===== config.mk =====
export PLATFORM = sky130hd
export DESIGN_NAME = muldiv_sequencer_flat
export DESIGN_NICKNAME = d
export VERILOG_FILES = /design/src/rtl/muldiv_sequencer_pkg.sv /design/src/rtl/muldiv_sequencer_if.sv /design/src/rtl/muldiv_sequencer.sv /design/src/flat_wrapper.sv
export SDC_FILE = /design/constraint.sdc
export NUM_CORES = 1
export LEC_CHECK = 0
export ABC_AREA = 1
export BUFFER_PORTS_ARGS = -buffer_cell sky130_fd_sc_hd__buf_2
export CAP_MARGIN = 0
export CORE_MARGIN = 2
export CORE_UTILIZATION = 25
export DETAILED_ROUTE_END_ITERATION = 8
export PLACE_DENSITY_LB_ADDON = 0.1
export SLEW_MARGIN = 20
export SYNTH_ARGS = -nofsm -noshare
export SYNTH_HDL_FRONTEND = slang
export SYNTH_SLANG_ARGS = --single-unit

===== constraint.sdc =====
create_clock -name clk -period 5.8 [get_ports clk]
set_input_delay 0.29 -clock clk [delete_from_list [all_inputs] [get_ports clk]]
set_output_delay 0.29 -clock clk [all_outputs]
set_load 0.02 [all_outputs]

===== src/rtl/muldiv_sequencer_pkg.sv =====
// Shared definitions for the iterative RV32M multiply/divide unit:
// operand width, RV32M op codes, FSM states and two's-complement helpers.
package muldiv_sequencer_pkg;

    localparam int XLEN  = 32;
    localparam int CNT_W = $clog2(XLEN) + 1;

    // funct7 value that marks an OP-format instruction as M-extension.
    localparam logic [6:0] FUNCT7_MEXT = 7'b0000001;

    typedef enum logic [2:0] {
        OP_MUL    = 3'b000,
        OP_MULH   = 3'b001,
        OP_MULHSU = 3'b010,
        OP_MULHU  = 3'b011,
        OP_DIV    = 3'b100,
        OP_DIVU   = 3'b101,
        OP_REM    = 3'b110,
        OP_REMU   = 3'b111
    } op_e;

    typedef enum logic [1:0] {
        ST_IDLE = 2'd0,
        ST_CALC = 2'd1,
        ST_FIX  = 2'd2,
        ST_DONE = 2'd3
    } state_e;

    // Two's-complement negation of an operand-width value.
    function automatic logic [XLEN-1:0] negate_x(input logic [XLEN-1:0] v);
        return (~v) + {{(XLEN-1){1'b0}}, 1'b1};
    endfunction

    // Two's-complement negation of a full double-width product.
    function automatic logic [2*XLEN-1:0] negate_2x(input logic [2*XLEN-1:0] v);
        return (~v) + {{(2*XLEN-1){1'b0}}, 1'b1};
    endfunction

endpackage


===== src/rtl/muldiv_sequencer_if.sv =====
// EX-stage request/response bundle between the pipeline and the
// multiply/divide sequencer.
interface muldiv_sequencer_if;
    import muldiv_sequencer_pkg::*;

    logic            start;
    logic [2:0]      funct3;
    logic [XLEN-1:0] rs1_val;
    logic [XLEN-1:0] rs2_val;
    logic            flush;
    logic            busy;
    logic            done;
    logic [XLEN-1:0] result;

    modport master (
        output start, funct3, rs1_val, rs2_val, flush,
        input  busy, done, result
    );

    modport slave (
        input  start, funct3, rs1_val, rs2_val, flush,
        output busy, done, result
    );

endinterface


===== src/rtl/muldiv_sequencer.sv =====
// Iterative RV32M unit: shift-add multiplier / restoring divider working on
// operand magnitudes for XLEN cycles, followed by a sign-fix cycle. Divide
// special cases (by zero, signed overflow) complete on a one-cycle fast path.
module muldiv_sequencer
    import muldiv_sequencer_pkg::*;
(
    input  logic                clk,
    input  logic                reset,
    muldiv_sequencer_if.slave   bus
);

    state_e              state_q, state_d;
    op_e                 op_q;
    logic                s1_q, s2_q;
    logic [XLEN-1:0]     b_q;
    logic [2*XLEN-1:0]   acc_q;
    logic [CNT_W-1:0]    count_q;
    logic [XLEN-1:0]     result_q;

    op_e                 op_in;
    logic                neg_a, neg_b;
    logic [XLEN-1:0]     a_mag, b_mag;
    logic                can_accept, accept;
    logic                div_zero, div_ovf, fast;
    logic [XLEN-1:0]     fast_result;
    logic [2*XLEN-1:0]   acc_step;
    logic [XLEN-1:0]     fix_result;

    assign op_in = op_e'(bus.funct3);

    // Decode the incoming op: sign handling, magnitudes and fast-path cases.
    always_comb begin
        // NOTE: every variable gets a default first so no path can infer a latch.
        neg_a       = 1'b0;
        neg_b       = 1'b0;
        fast_result = bus.rs1_val;
        if (op_in inside {OP_MULH, OP_MULHSU, OP_DIV, OP_REM})
            neg_a = bus.rs1_val[XLEN-1];
        if (op_in inside {OP_MULH, OP_DIV, OP_REM})
            neg_b = bus.rs2_val[XLEN-1];
        a_mag      = neg_a ? negate_x(bus.rs1_val) : bus.rs1_val;
        b_mag      = neg_b ? negate_x(bus.rs2_val) : bus.rs2_val;
        can_accept = (state_q == ST_IDLE || state_q == ST_DONE) && !bus.flush;
        accept     = bus.start && can_accept;
        div_zero   = bus.funct3[2] && (bus.rs2_val == '0);
        div_ovf    = (op_in == OP_DIV || op_in == OP_REM)
                     && (bus.rs1_val == {1'b1, {(XLEN-1){1'b0}}})
                     && (bus.rs2_val == '1);
        fast       = div_zero || div_ovf;
        // Quotients by zero are all-ones, overflow remainder is zero; every
        // other fast-path answer is rs1 itself.
        if (div_zero && !bus.funct3[1])
            fast_result = '1;
        else if (div_ovf && bus.funct3[1])
            fast_result = '0;
    end

    // One multiply or divide iteration, plus the final sign correction.
    always_comb begin
        logic [XLEN:0]     mul_sum;
        logic [XLEN:0]     rem_sh;
        logic [XLEN:0]     rem_diff;
        logic [2*XLEN-1:0] prod;
        logic [XLEN-1:0]   quot, rem;

        mul_sum  = {1'b0, acc_q[2*XLEN-1:XLEN]} + {1'b0, (acc_q[0] ? b_q : '0)};
        rem_sh   = {acc_q[2*XLEN-1:XLEN], acc_q[XLEN-1]};
        rem_diff = rem_sh - {1'b0, b_q};
        if (op_q[2])
            acc_step = rem_diff[XLEN] ? {rem_sh[XLEN-1:0], acc_q[XLEN-2:0], 1'b0}
                                      : {rem_diff[XLEN-1:0], acc_q[XLEN-2:0], 1'b1};
        else
            acc_step = {mul_sum, acc_q[XLEN-1:1]};

        prod = (s1_q ^ s2_q) ? negate_2x(acc_q) : acc_q;
        quot = (s1_q ^ s2_q) ? negate_x(acc_q[XLEN-1:0]) : acc_q[XLEN-1:0];
        rem  = s1_q ? negate_x(acc_q[2*XLEN-1:XLEN]) : acc_q[2*XLEN-1:XLEN];
        case (op_q)
            OP_MUL:                       fix_result = prod[XLEN-1:0];
            OP_MULH, OP_MULHSU, OP_MULHU: fix_result = prod[2*XLEN-1:XLEN];
            OP_DIV, OP_DIVU:              fix_result = quot;
            default:                      fix_result = rem;
        endcase
    end

    // Next-state logic; flush overrides everything.
    always_comb begin
        state_d = state_q;
        case (state_q)
            ST_IDLE, ST_DONE: begin
                if (accept)
                    state_d = fast ? ST_DONE : ST_CALC;
                else
                    state_d = ST_IDLE;
            end
            ST_CALC: if (count_q == CNT_W'(XLEN-1)) state_d = ST_FIX;
            ST_FIX:  state_d = ST_DONE;
            default: state_d = ST_IDLE;
        endcase
        if (bus.flush)
            state_d = ST_IDLE;
    end

    // State register.
    always_ff @(posedge clk) begin
        // NOTE: sequential state uses non-blocking assignment so all registers
        // update together from values sampled at the same edge.
        if (reset) state_q <= ST_IDLE;
        else       state_q <= state_d;
    end

    // Operand capture, iteration datapath and result register.
    always_ff @(posedge clk) begin
        if (reset) begin
            op_q     <= OP_MUL;
            s1_q     <= 1'b0;
            s2_q     <= 1'b0;
            b_q      <= '0;
            acc_q    <= '0;
            count_q  <= '0;
            result_q <= '0;
        end else if (accept) begin
            op_q    <= op_in;
            s1_q    <= neg_a;
            s2_q    <= neg_b;
            b_q     <= b_mag;
            acc_q   <= {{XLEN{1'b0}}, a_mag};
            count_q <= '0;
            if (fast)
                result_q <= fast_result;
        end else if (!bus.flush) begin
            if (state_q == ST_CALC) begin
                acc_q   <= acc_step;
                count_q <= count_q + CNT_W'(1);
            end
            if (state_q == ST_FIX)
                result_q <= fix_result;
        end
    end

    assign bus.busy   = (accept && !fast) || (state_q == ST_CALC) || (state_q == ST_FIX);
    assign bus.done   = (state_q == ST_DONE);
    assign bus.result = result_q;

endmodule


===== src/flat_wrapper.sv =====
// flat-port wrapper written by rule: the top's interface ports become plain ports
module muldiv_sequencer_flat import muldiv_sequencer_pkg::*;
  (clk, reset, bus_start, bus_funct3, bus_rs1_val, bus_rs2_val, bus_flush, bus_busy, bus_done, bus_result);
  muldiv_sequencer_if bus_i ();
  input  logic clk;
  input  logic reset;
  input wire logic [$bits(bus_i.start)-1:0] bus_start;
  input wire logic [$bits(bus_i.funct3)-1:0] bus_funct3;
  input wire logic [$bits(bus_i.rs1_val)-1:0] bus_rs1_val;
  input wire logic [$bits(bus_i.rs2_val)-1:0] bus_rs2_val;
  input wire logic [$bits(bus_i.flush)-1:0] bus_flush;
  output wire logic [$bits(bus_i.busy)-1:0] bus_busy;
  output wire logic [$bits(bus_i.done)-1:0] bus_done;
  output wire logic [$bits(bus_i.result)-1:0] bus_result;
  assign bus_i.start = bus_start;
  assign bus_i.funct3 = bus_funct3;
  assign bus_i.rs1_val = bus_rs1_val;
  assign bus_i.rs2_val = bus_rs2_val;
  assign bus_i.flush = bus_flush;
  assign bus_busy = bus_i.busy;
  assign bus_done = bus_i.done;
  assign bus_result = bus_i.result;
  muldiv_sequencer u_core (.clk(clk), .reset(reset), .bus(bus_i));
endmodule

==> summary.txt, run 1 <==
Vias = 20900
Setup slack, reg-to-reg = 2.18 ns
Met1 Usage GRT = 35.0%
Final count of pins violating max slew = 0
Fin crit period = 3.62 ns
Tot GR Track Use = 23.9%
Max rail drop VDD = 174 uV
Cell area after synthesis = 17100 um2
Total die area = 70500 um2
Adder-Cell Fraction of Synth Area = 5.57%
Layout cells sized above 1 = 6.72%
Synth Area in Compound Gates = 16.4%
Largest family of logic cells by synthesized area = simple AND/OR/NAND/NOR gates
Setup CP Type = reg2reg
Synth cell types = 54
Setup violations, final = 0
Post-Route WL = 85000 um
Clock sink total = 141
Core area = 67400 um2
Longest Clk Path Bufs = 2
Share of the synthesized area in the top cell type = 23.0%
Largest net degree at the start of global routing = 66
Cts repair resizes = 0
CP arrival = 4.04 ns
Critical Path Start = u_core.state_q[0]
Post-synth top area cell = nand2_1
Max-cap violation count = 0
Sequential area share after synthesis = 16.5%
Worst-margin pin slew = 1.09 ns
Grt peak-use layer = met2
Fillers = 7885
Worst hold path type = in2reg
Drt drc = 0
Wire length per cell = 20.3 um
Synth Area in Simple Gates = 45.8%
WHS = 0.109 ns
Slew HR = 27.0%
Crit path required time = 6.21 ns
Register bit count reported by yosys = 141
Final #Nets = 3438
Crit path max fanout = 23
CTS H-tree lvls = 4
TritonCTS clock tree = built
Mux cell area share after synthesis = 0%
Unrepaired setup endpoints after global routing = no
Layout area overhead = 11.0%
Worst r2r src = u_core.state_q[0]
Routed Antenna Nets = 0
Number of flops mapped to enable cells by yosys = 0
Dpl ws = 2.27 ns
GR Util met2 = 36.4%
Clk slew on worst S/H paths = 0.07 ns
Syn nets = 3401
Type of origin of the critical path = register
# port buffers = 104
Worst-Skew Late Latency = 0.50 ns
Hold wc startpoint = bus_rs1_val[30]
Met3 track utilization from global routing = 3.35%
Asr flop ratio synth = 0%
Top-Level Pins = 105
Fin Clk Skew = 0.0231 ns
FMAX = 0.276 GHz
Global placement routability congestion = 0.921
First-pass GRT wire length = 127000 um
Dpl hpwl = 68400 um
Starting density of the core = 25.4%
Cts hold-fix bufs = 0
Row count = 95
Pwr dens = 197 nW/um2
Pwr Total = 3.74 mW
Synth area leaders = nand2_1 23%, dfxtp_1 17%, inv_1 11%
Die Y-Extent = 266 um
Setup TNS = 0 ns
Vias/cell = 4.99
Grt total ovfl = 0
Number of global-route vias before repair = 19500
Average size of a mapped cell = 5.26 um2
Final Hold Viols = 0
Outcome = complete, no violations
Post-CTS Setup Bufs = 0
Root buf cell = clkbuf_16
XOR/XNOR Fraction of Synth Area = 1.89%
Fin crit share = 62.5%
Main flop type after synthesis = dfxtp_1
Synth Warn # = 0
Leak pwr = 10.1 nW
Antenna violations before repair = 0
CP Capture Type = register
CTS Buf Count = 17
Iteration-0 DRC Markers = 1847
Gate Count Post-Synth = 3255
Total iterations of the first detailed-routing run = 5
Die X-Extent = 266 um
Setup ws final = 2.18 ns
==> per-layer routing <==
metal,part of all wire [%],wire [um]
met3,6.1,5160
met4,1.9,1600
met5,0,0
met2,43,36400
met1,49,41800
==> area by class of cell <==
type / instances / area, um2 / share of cell area [%]
Timing Repair Buffer: 125 / 678 / 3.57
Inverter: 495 / 1860 / 9.80
Clock inverter: 13 / 154 / 0.811
Tap cell: 873 / 1090 / 5.75
Clock buffer: 19 / 443 / 2.33
Antenna cell: 1 / 2.50 / 0.0132
Multi-Input combinational cell: 2512 / 11900 / 62.8
Sequential cell: 141 / 2830 / 14.9
==> placed cells by master (no fill, tap or decap), types with 4 or more instances in the layout <==
master / Yosys / routed
inv_6: 0 / 5
nand3_2: 3 / 4
o21a_1: 5 / 5
nand3b_1: 6 / 6
nand2_1: 1048 / 1047
o21bai_1: 7 / 7
nor3_1: 53 / 53
nor4_1: 7 / 7
nand3_1: 307 / 306
a21oi_1: 208 / 207
nor2_1: 382 / 379
nor2_2: 10 / 12
nand4_1: 30 / 30
buf_2: 28 / 104
o22ai_1: 17 / 17
nor3_2: 4 / 4
o21ai_0: 216 / 216
o21ai_1: 8 / 8
o221ai_1: 5 / 5
ha_1: 73 / 73
inv_1: 484 / 482
a31oi_1: 14 / 14
clkbuf_16: 0 / 17
dfxtp_1: 141 / 140
nand2_2: 16 / 17
clkinvlp_4: 0 / 4
o211ai_1: 8 / 8
xor2_1: 26 / 26
xnor2_1: 11 / 11
or2_2: 4 / 4
inv_2: 8 / 10
a221oi_1: 6 / 6
a21oi_2: 3 / 4
buf_4: 6 / 21
==> critical path, stage by stage (launching register included) <==
cell and delay [ns]:
dfxtp_1 0.37, inv_1 0.06, ha_1 0.32, nand3_2 0.45, inv_2 0.25, nor2_1 0.77
inv_1 0.65, o22ai_1 0.43, inv_1 0.09, a21oi_1 0.14
==> path summary, 6_finish.rpt <==
kind                          endpoint  cells past startpoint
setup / recovery       u_core.acc_q[0]                      9
hold / removal        u_core.acc_q[30]                      3
setup reg to reg       u_core.acc_q[0]                      9
hold reg to reg   u_core.bus.result[4]                      2
==> power by group <==
| part | switching [mW] | internal [mW] |
|---|---|---|
| registers | 0.0839 | 1.02 |
| logic | 1.06 | 0.390 |
| clock network | 0.542 | 0.653 |
| total | 1.68 | 2.06 |
==> cells in the mapped netlist, types with 11 or more instances <==
library cell / number
a21oi_1: 208
a31oi_1: 14
buf_1: 13
buf_2: 28
clkbuf_1: 52
dfxtp_1: 141
ha_1: 73
inv_1: 484
nand2_1: 1048
nand2_2: 16
nand3_1: 307
nand4_1: 30
nor2_1: 382
nor3_1: 53
o21ai_0: 216
o22ai_1: 17
xnor2_1: 11
xor2_1: 26
==> per-stage QoR <==
stage / cell area, um2 / utilization, % / instances
3_5_place_dp: 18400 / 27.3 / 4146
3_3_place_gp: 18400 / 27.3 / 4146
4_1_cts: 19000 / 28.2 / 4178
5_1_grt: 19000 / 28.2 / 4178
2_1_floorplan: 17100 / - / 3255
6_report: 19000 / 28.2 / 4179
==> sequential cells by signal (all words and copies together) (netlist names) <==
| signal | flops |
|---|---|
| u_core.acc_q | 64 |
| u_core.state_q | 2 |
| u_core.b_q | 32 |
| u_core.bus.result | 32 |
| u_core.s1_q | 1 |
| u_core.s2_q | 1 |
| u_core.count_q | 6 |
| u_core.op_q | 3 |
==> cells by family after synthesis <==
family | count (synthesis)
compound gates | 517
flops | 141
xor+xnor | 37
fa+ha+maj | 75
simple gates | 1883
buf+inv | 602
No activity file was read; power rests on OpenSTA's default activity.
==> inputs of run 2 (changes only) <==
==> constraint.sdc (replaced) <==
create_clock -name clk -period 2.9 [get_ports clk]
set_input_delay 0.145 -clock clk [delete_from_list [all_inputs] [get_ports clk]]
set_output_delay 0.145 -clock clk [all_outputs]
set_load 0.02 [all_outputs]
==> summary.txt, run 2 (synthesis results as in run 1) <==
Outcome = complete, no violations
Post-CTS Setup Bufs = 0 (unchanged)
Crit path max fanout = 31 (+35%)
Setup TNS = 0 ns (unchanged)
Max FFs per register = 64 (unchanged)
Clk slew on worst S/H paths = 0.07 ns (about the same)
Grt total ovfl = 0 (unchanged)
Leak pwr = 10.5 nW (+4.5%)
CP arrival = 3.09 ns (-0.95 ns)
Die Y-Extent = 266 um (unchanged)
Worst hold path type = in2reg
Antenna violations before repair = 0 (unchanged)
Fin crit period = 2.67 ns (-0.949 ns)
WHS Endpoint = u_core.b_q[16]
Pwr dens = 377 nW/um2 (+91%)
Max-cap violation count = 0 (unchanged)
Hold wc startpoint = bus_rs2_val[16]
Worst r2r src = u_core.acc_q[0]
Vias = 20900 (+0.35%)
Fin crit share = 92.2% (+30 points)
Post-Route WL = 83900 um (-1.3%)
Iteration-0 DRC Markers = 1944 (+5.3%)
Top-Level Pins = 105 (unchanged)
FMAX = 0.374 GHz (+35%)
Dpl hpwl = 68700 um (+0.43%)
Clock sink total = 141 (unchanged)
CP Capture Type = register
Number of global-route vias before repair = 19700 (+1.0%)
Vias/cell = 4.91 (-1.7%)
Layout cells sized above 1 = 8.55% (+1.8 points)
# port buffers = 104 (unchanged)
Commonest non-fill, non-tap cells in the layout = 1047 x nand2_1, 484 x inv_1, 379 x nor2_1
Type of origin of the critical path = register
Core area = 67400 um2 (unchanged)
Critical Path Start = u_core.acc_q[0]
CTS Buf Count = 17 (unchanged)
Final Hold Viols = 0 (unchanged)
Root buf cell = clkbuf_16
Dpl ws = 0.249 ns (-2.02 ns)
Drt drc = 0 (unchanged)
Global placement routability congestion = 0.905 (-1.8%)
Setup violations, final = 0 (unchanged)
Unrepaired setup endpoints after global routing = no
R2R cell count = 17 (+8)
Starting density of the core = 25.4% (unchanged)
Final #Nets = 3524 (+2.5%)
Largest Register = u_core.acc_q
Setup CP Type = reg2reg
TritonCTS clock tree = built
Worst-margin pin slew = 0.761 ns (-0.327 ns)
Total die area = 70500 um2 (unchanged)
Fin Clk Skew = 0.0118 ns (-0.0113 ns)
Max rail drop VDD = 315 uV (+81%)
Crit path required time = 3.32 ns (-2.89 ns)
Row count = 95 (unchanged)
First-pass GRT wire length = 125000 um (-1.4%)
Tot GR Track Use = 23.6% (-0.32 points)
Setup ws final = 0.227 ns (-1.95 ns)
Setup slack, reg-to-reg = 0.23 ns (-1.95 ns)
Worst-Skew Late Latency = 0.49 ns (about the same)
Worst hold stages = 4 (+1)
Largest net degree at the start of global routing = 69 (+4.5%)
Total iterations of the first detailed-routing run = 6 (+1)
Slew HR = 49.2% (+22 points)
Layout area overhead = 15.5%
Most common cell after layout, fill and taps aside = nand2_1
Die X-Extent = 266 um (unchanged)
Routed Antenna Nets = 0 (unchanged)
Longest Clk Path Bufs = 2 (unchanged)
Wire length per cell = 19.7 um (-3.2%)
Final count of pins violating max slew = 0 (unchanged)
RR Endpoint = u_core.acc_q[61]
Ant diodes = 0 (-1)
CTS H-tree lvls = 4 (unchanged)
-- run 2: metrics by stage --
step                power (mW)  utilization, %  cells  hold WS (ns)  instance area, um2
CTS                       7.47            29.3   4264       0.00876               19800
finish                    7.46            29.3   4264        0.0357               19800
detailed placement        5.17            28.2   4214         0.457               19000
global route              7.92            29.3   4264        0.0355               19800
global placement          5.19            28.2   4214         0.459               19000
floorplan                 4.07               -   3255         0.286               17100
-- run 2: final cells by class --
type,count,area (um2)
fillers,7972,47600
multi-input cells,2512,11900
flip-flops and latches,141,2830
inverters,495,1860
repair buffers,211,1470
well taps,873,1090
clock buffers,19,443
clock inverters,13,133
-- run 2: worst max-delay path by stage --
| stage | endpoint | slack, ns | cells past startpoint |
|---|---|---|---|
| after floorplan | u_core.acc_q[49] | 0.55 | 18 |
| after global placement | u_core.acc_q[49] | 0.20 | 15 |
| after detailed placement | u_core.acc_q[48] | 0.25 | 15 |
| after CTS | u_core.acc_q[48] | 0.21 | 15 |
| after global routing | u_core.acc_q[48] | 0.04 | 15 |
| final | u_core.acc_q[61] | 0.23 | 17 |
-- run 2: power breakdown --
group | switching (mW) | total (mW) | internal (mW)
Sequential | 0.140 | 2.17 | 2.03
Combinational | 2.11 | 3.02 | 0.910
Clock | 1.05 | 2.27 | 1.22
-- run 2: repair_timing --
action / in CTS / in global routing
endpoints found under the setup margin: 0 / 4
endpoints found under the hold margin: 19 / 0
hold buffers: 18 / 0
resized for setup: 0 / 2
-- run 2: layer usage --
| layer | global-route usage [%] | routed length [um] |
|---|---|---|
| met1 | 35.4 | 42800 |
| met2 | 35.9 | 35800 |
| met4 | 4.65 | 1040 |
| met5 | 0 | 0 |
| met3 | 2.80 | 4280 |
-- run 2: critical path: stages, from the launching register on --
cell	delay [ns]
dfxtp_2	0.39
buf_12	0.21
nand2_1	0.08
inv_1	0.07
ha_1	0.32
nand3_1	0.14
nand3_1	0.28
nand2_1	0.14
nand2_1	0.13
nand2_1	0.10
nand2_1	0.14
nand2_1	0.13
nand2_1	0.06
nand2_1	0.06
nand3_1	0.08
nand2_1	0.09
inv_1	0.05
a21oi_1	0.12
==> inputs of run 3 (changes only) <==
--- a/config.mk
+++ b/config.mk
@@ -11,7 +11,7 @@
 export CORE_MARGIN = 2
 export CORE_UTILIZATION = 25
 export DETAILED_ROUTE_END_ITERATION = 8
-export PLACE_DENSITY_LB_ADDON = 0.1
+export PLACE_DENSITY = 0.41
 export SLEW_MARGIN = 20
 export SYNTH_ARGS = -nofsm -noshare
 export SYNTH_HDL_FRONTEND = slang
==> summary.txt, run 3 (synthesis results as in run 1) <==
Area of the multi-input gates = 11900 um2 (+0.16%)
Drt drc = 0 (unchanged)
Post-Route WL = 81500 um (-2.8%)
Setup TNS = 0 ns (unchanged)
Antenna violations before repair = 0 (unchanged)
Wire length per cell = 19.2 um (-2.7%)
Worst-margin pin slew = 0.787 ns (+0.0263 ns)
Fin crit period = 2.71 ns (+0.0369 ns)
Max rail drop VDD = 322 uV (+2.1%)
CTS Buf Count = 17 (unchanged)
Iteration-0 DRC Markers = 1975 (+1.6%)
Most common cell after layout, fill and taps aside = nand2_1
Crit path required time = 3.28 ns (-0.04 ns)
Routed Antenna Nets = 0 (unchanged)
CP arrival = 3.09 ns (about the same)
Internal power = 4.49 mW (+7.8%)
Outcome = complete, no violations
Clock sink total = 141 (unchanged)
Top-Level Pins = 105 (unchanged)
TritonCTS clock tree = built
Part of the power in the clock network = 33.7% (+3.3 points)
Max-cap violation count = 0 (unchanged)
First-pass GRT wire length = 122000 um (-2.6%)
Layout cells sized above 1 = 8.48% (-0.068 points)
Fin Clk Skew = 0.0121 ns (+0.000289 ns)
FMAX = 0.369 GHz (-1.4%)
Sequential Area = 2830 um2 (unchanged)
Vias = 20900 (-0.024%)
Largest Register = u_core.acc_q
Setup slack, reg-to-reg = 0.19 ns (-0.04 ns)
Final Hold Viols = 0 (unchanged)
Clk slew on worst S/H paths = 0.07 ns (about the same)
RR Endpoint = u_core.acc_q[53]
Crit path max fanout = 22 (-29%)
Core area = 67400 um2 (unchanged)
Row count = 95 (unchanged)
Unrepaired setup endpoints after global routing = no
CTS H-tree lvls = 4 (unchanged)
Pwr Total = 7.74 mW (+3.8%)
Root buf cell = clkbuf_16
Vias/cell = 4.92 (+0.16%)
Post-CTS Setup Bufs = 0 (unchanged)
Global placement routability congestion = 0.920 (+1.6%)
Critical Path Start = u_core.b_q[4]
Slew HR = 47.4% (-1.8 points)
Layout area overhead = 15.9%
CP Capture Type = register
Largest net degree at the start of global routing = 76 (+10%)
Ant diodes = 0 (unchanged)
Longest Clk Path Bufs = 2 (unchanged)
R2R cell count = 16 (-1)
Leak pwr = 10.5 nW (+0.17%)
Setup CP Type = reg2reg
Pwr dens = 390 nW/um2 (+3.5%)
Die Y-Extent = 266 um (unchanged)
Fillers = 7888 (-1.1%)
Final #Nets = 3518 (-0.17%)
# port buffers = 104 (unchanged)
Fin crit share = 93.5% (+1.3 points)
Number of global-route vias before repair = 19600 (-0.47%)
WHS = 0.0324 ns (-0.00326 ns)
Total die area = 70500 um2 (unchanged)
Dpl ws = 0.181 ns (-0.0682 ns)
Switching share of power = 42.0% (-2.2 points)
Final non-filler cell total = 4256 (-0.19%)
Sequential power share = 27.9% (-1.2 points)
Critical Path End = u_core.acc_q[53]
Dpl hpwl = 66300 um (-3.5%)
Commonest non-fill, non-tap cells in the layout = 1047 x nand2_1, 484 x inv_1, 379 x nor2_1
Worst-Skew Late Latency = 0.49 ns (about the same)
Setup ws final = 0.190 ns (-0.0369 ns)
Type of origin of the critical path = register
Tot GR Track Use = 22.9% (-0.66 points)
Setup violations, final = 0 (unchanged)
Worst r2r src = u_core.b_q[4]
Max FFs per register = 64 (unchanged)
Number of cells after detailed placement = 4209 (-0.12%)
Total iterations of the first detailed-routing run = 6 (unchanged)
Gate power share = 38.4% (-2.1 points)
Worst hold path type = in2reg
Final count of pins violating max slew = 0 (unchanged)
Grt total ovfl = 0 (unchanged)
NetSw = 3.25 mW (-1.2%)
Die X-Extent = 266 um (unchanged)
Starting density of the core = 25.4% (unchanged)
-- run 3: cell count changes in the layout (fill, tap and decap cells not counted), moves of 2 or more --
| cell | previous run | this run |
|---|---|---|
| buf_4 | 81 | 75 |
| inv_6 | 5 | 1 |
| bufinv_16 | 1 | 5 |
| ha_1 | 73 | 71 |
| ha_2 | 0 | 2 |
-- run 3: what timing repair did --
action | 4_1_cts | 5_1_grt
hold endpoints to repair | 18 | 0
gates resized for setup | 0 | 6
hold buffers | 17 | 0
endpoints found under the setup margin | 0 | 22
-- run 3: worst min-delay path by stage --
stage | from | to | cells past startpoint
floorplan | bus_rs2_val[29] | u_core.b_q[29] | 2
global placement | reset | u_core.acc_q[0] | 2
detailed placement | reset | u_core.acc_q[0] | 2
CTS | bus_rs2_val[25] | u_core.b_q[25] | 4
global route | bus_rs1_val[31] | u_core.acc_q[31] | 3
finish | bus_rs2_val[25] | u_core.b_q[25] | 4
-- run 3: layout make-up --
type | count | share of cell area, %
well taps | 873 | 5.51
clock buffers | 18 | 2.27
repair buffers | 205 | 7.23
clock inverters | 12 | 1.06
inverters | 495 | 9.39
multi-input cells | 2512 | 60.3
flip-flops and latches | 141 | 14.3
-- run 3: critical path: stages, from the launching register on --
cell and delay [ns]:
dfxtp_1 0.48, inv_1 0.13, ha_1 0.41, nand2_1 0.13, nor2_1 0.21, nand2_2 0.08
nand2_2 0.09, nand2_2 0.05, nand2_2 0.08, nand2_2 0.07, nand2_2 0.09, nand2_2 0.06
nand2_4 0.17, buf_12 0.19, nand2_1 0.15, nand3_1 0.12, a21oi_1 0.07
-- run 3: layer usage --
metal	GRT usage, %	up-vias	wire length [um]
li1	-	10600	-
met1	33.6	9594	39900
met2	34.7	643	34700
met3	2.80	76	5020
met4	6.91	0	1890
met5	0	-	0
-- run 3: power groups by stage --
stage / clock [mW] / combinational (mW) / sequential [mW]
detailed placement: 0 / 2.91 / 2.20
CTS: 2.66 / 2.94 / 2.16
global placement: 0 / 2.92 / 2.20
floorplan: 0 / 1.90 / 2.17
finish: 2.61 / 2.97 / 2.16
global route: 2.72 / 3.30 / 2.17
-- run 3: through the flow --
step	utilization, %	area, um2
2_1_floorplan	-	17100
3_3_place_gp	28.1	19000
3_5_place_dp	28.1	19000
4_1_cts	29.4	19800
5_1_grt	29.4	19800
6_report	29.4	19800
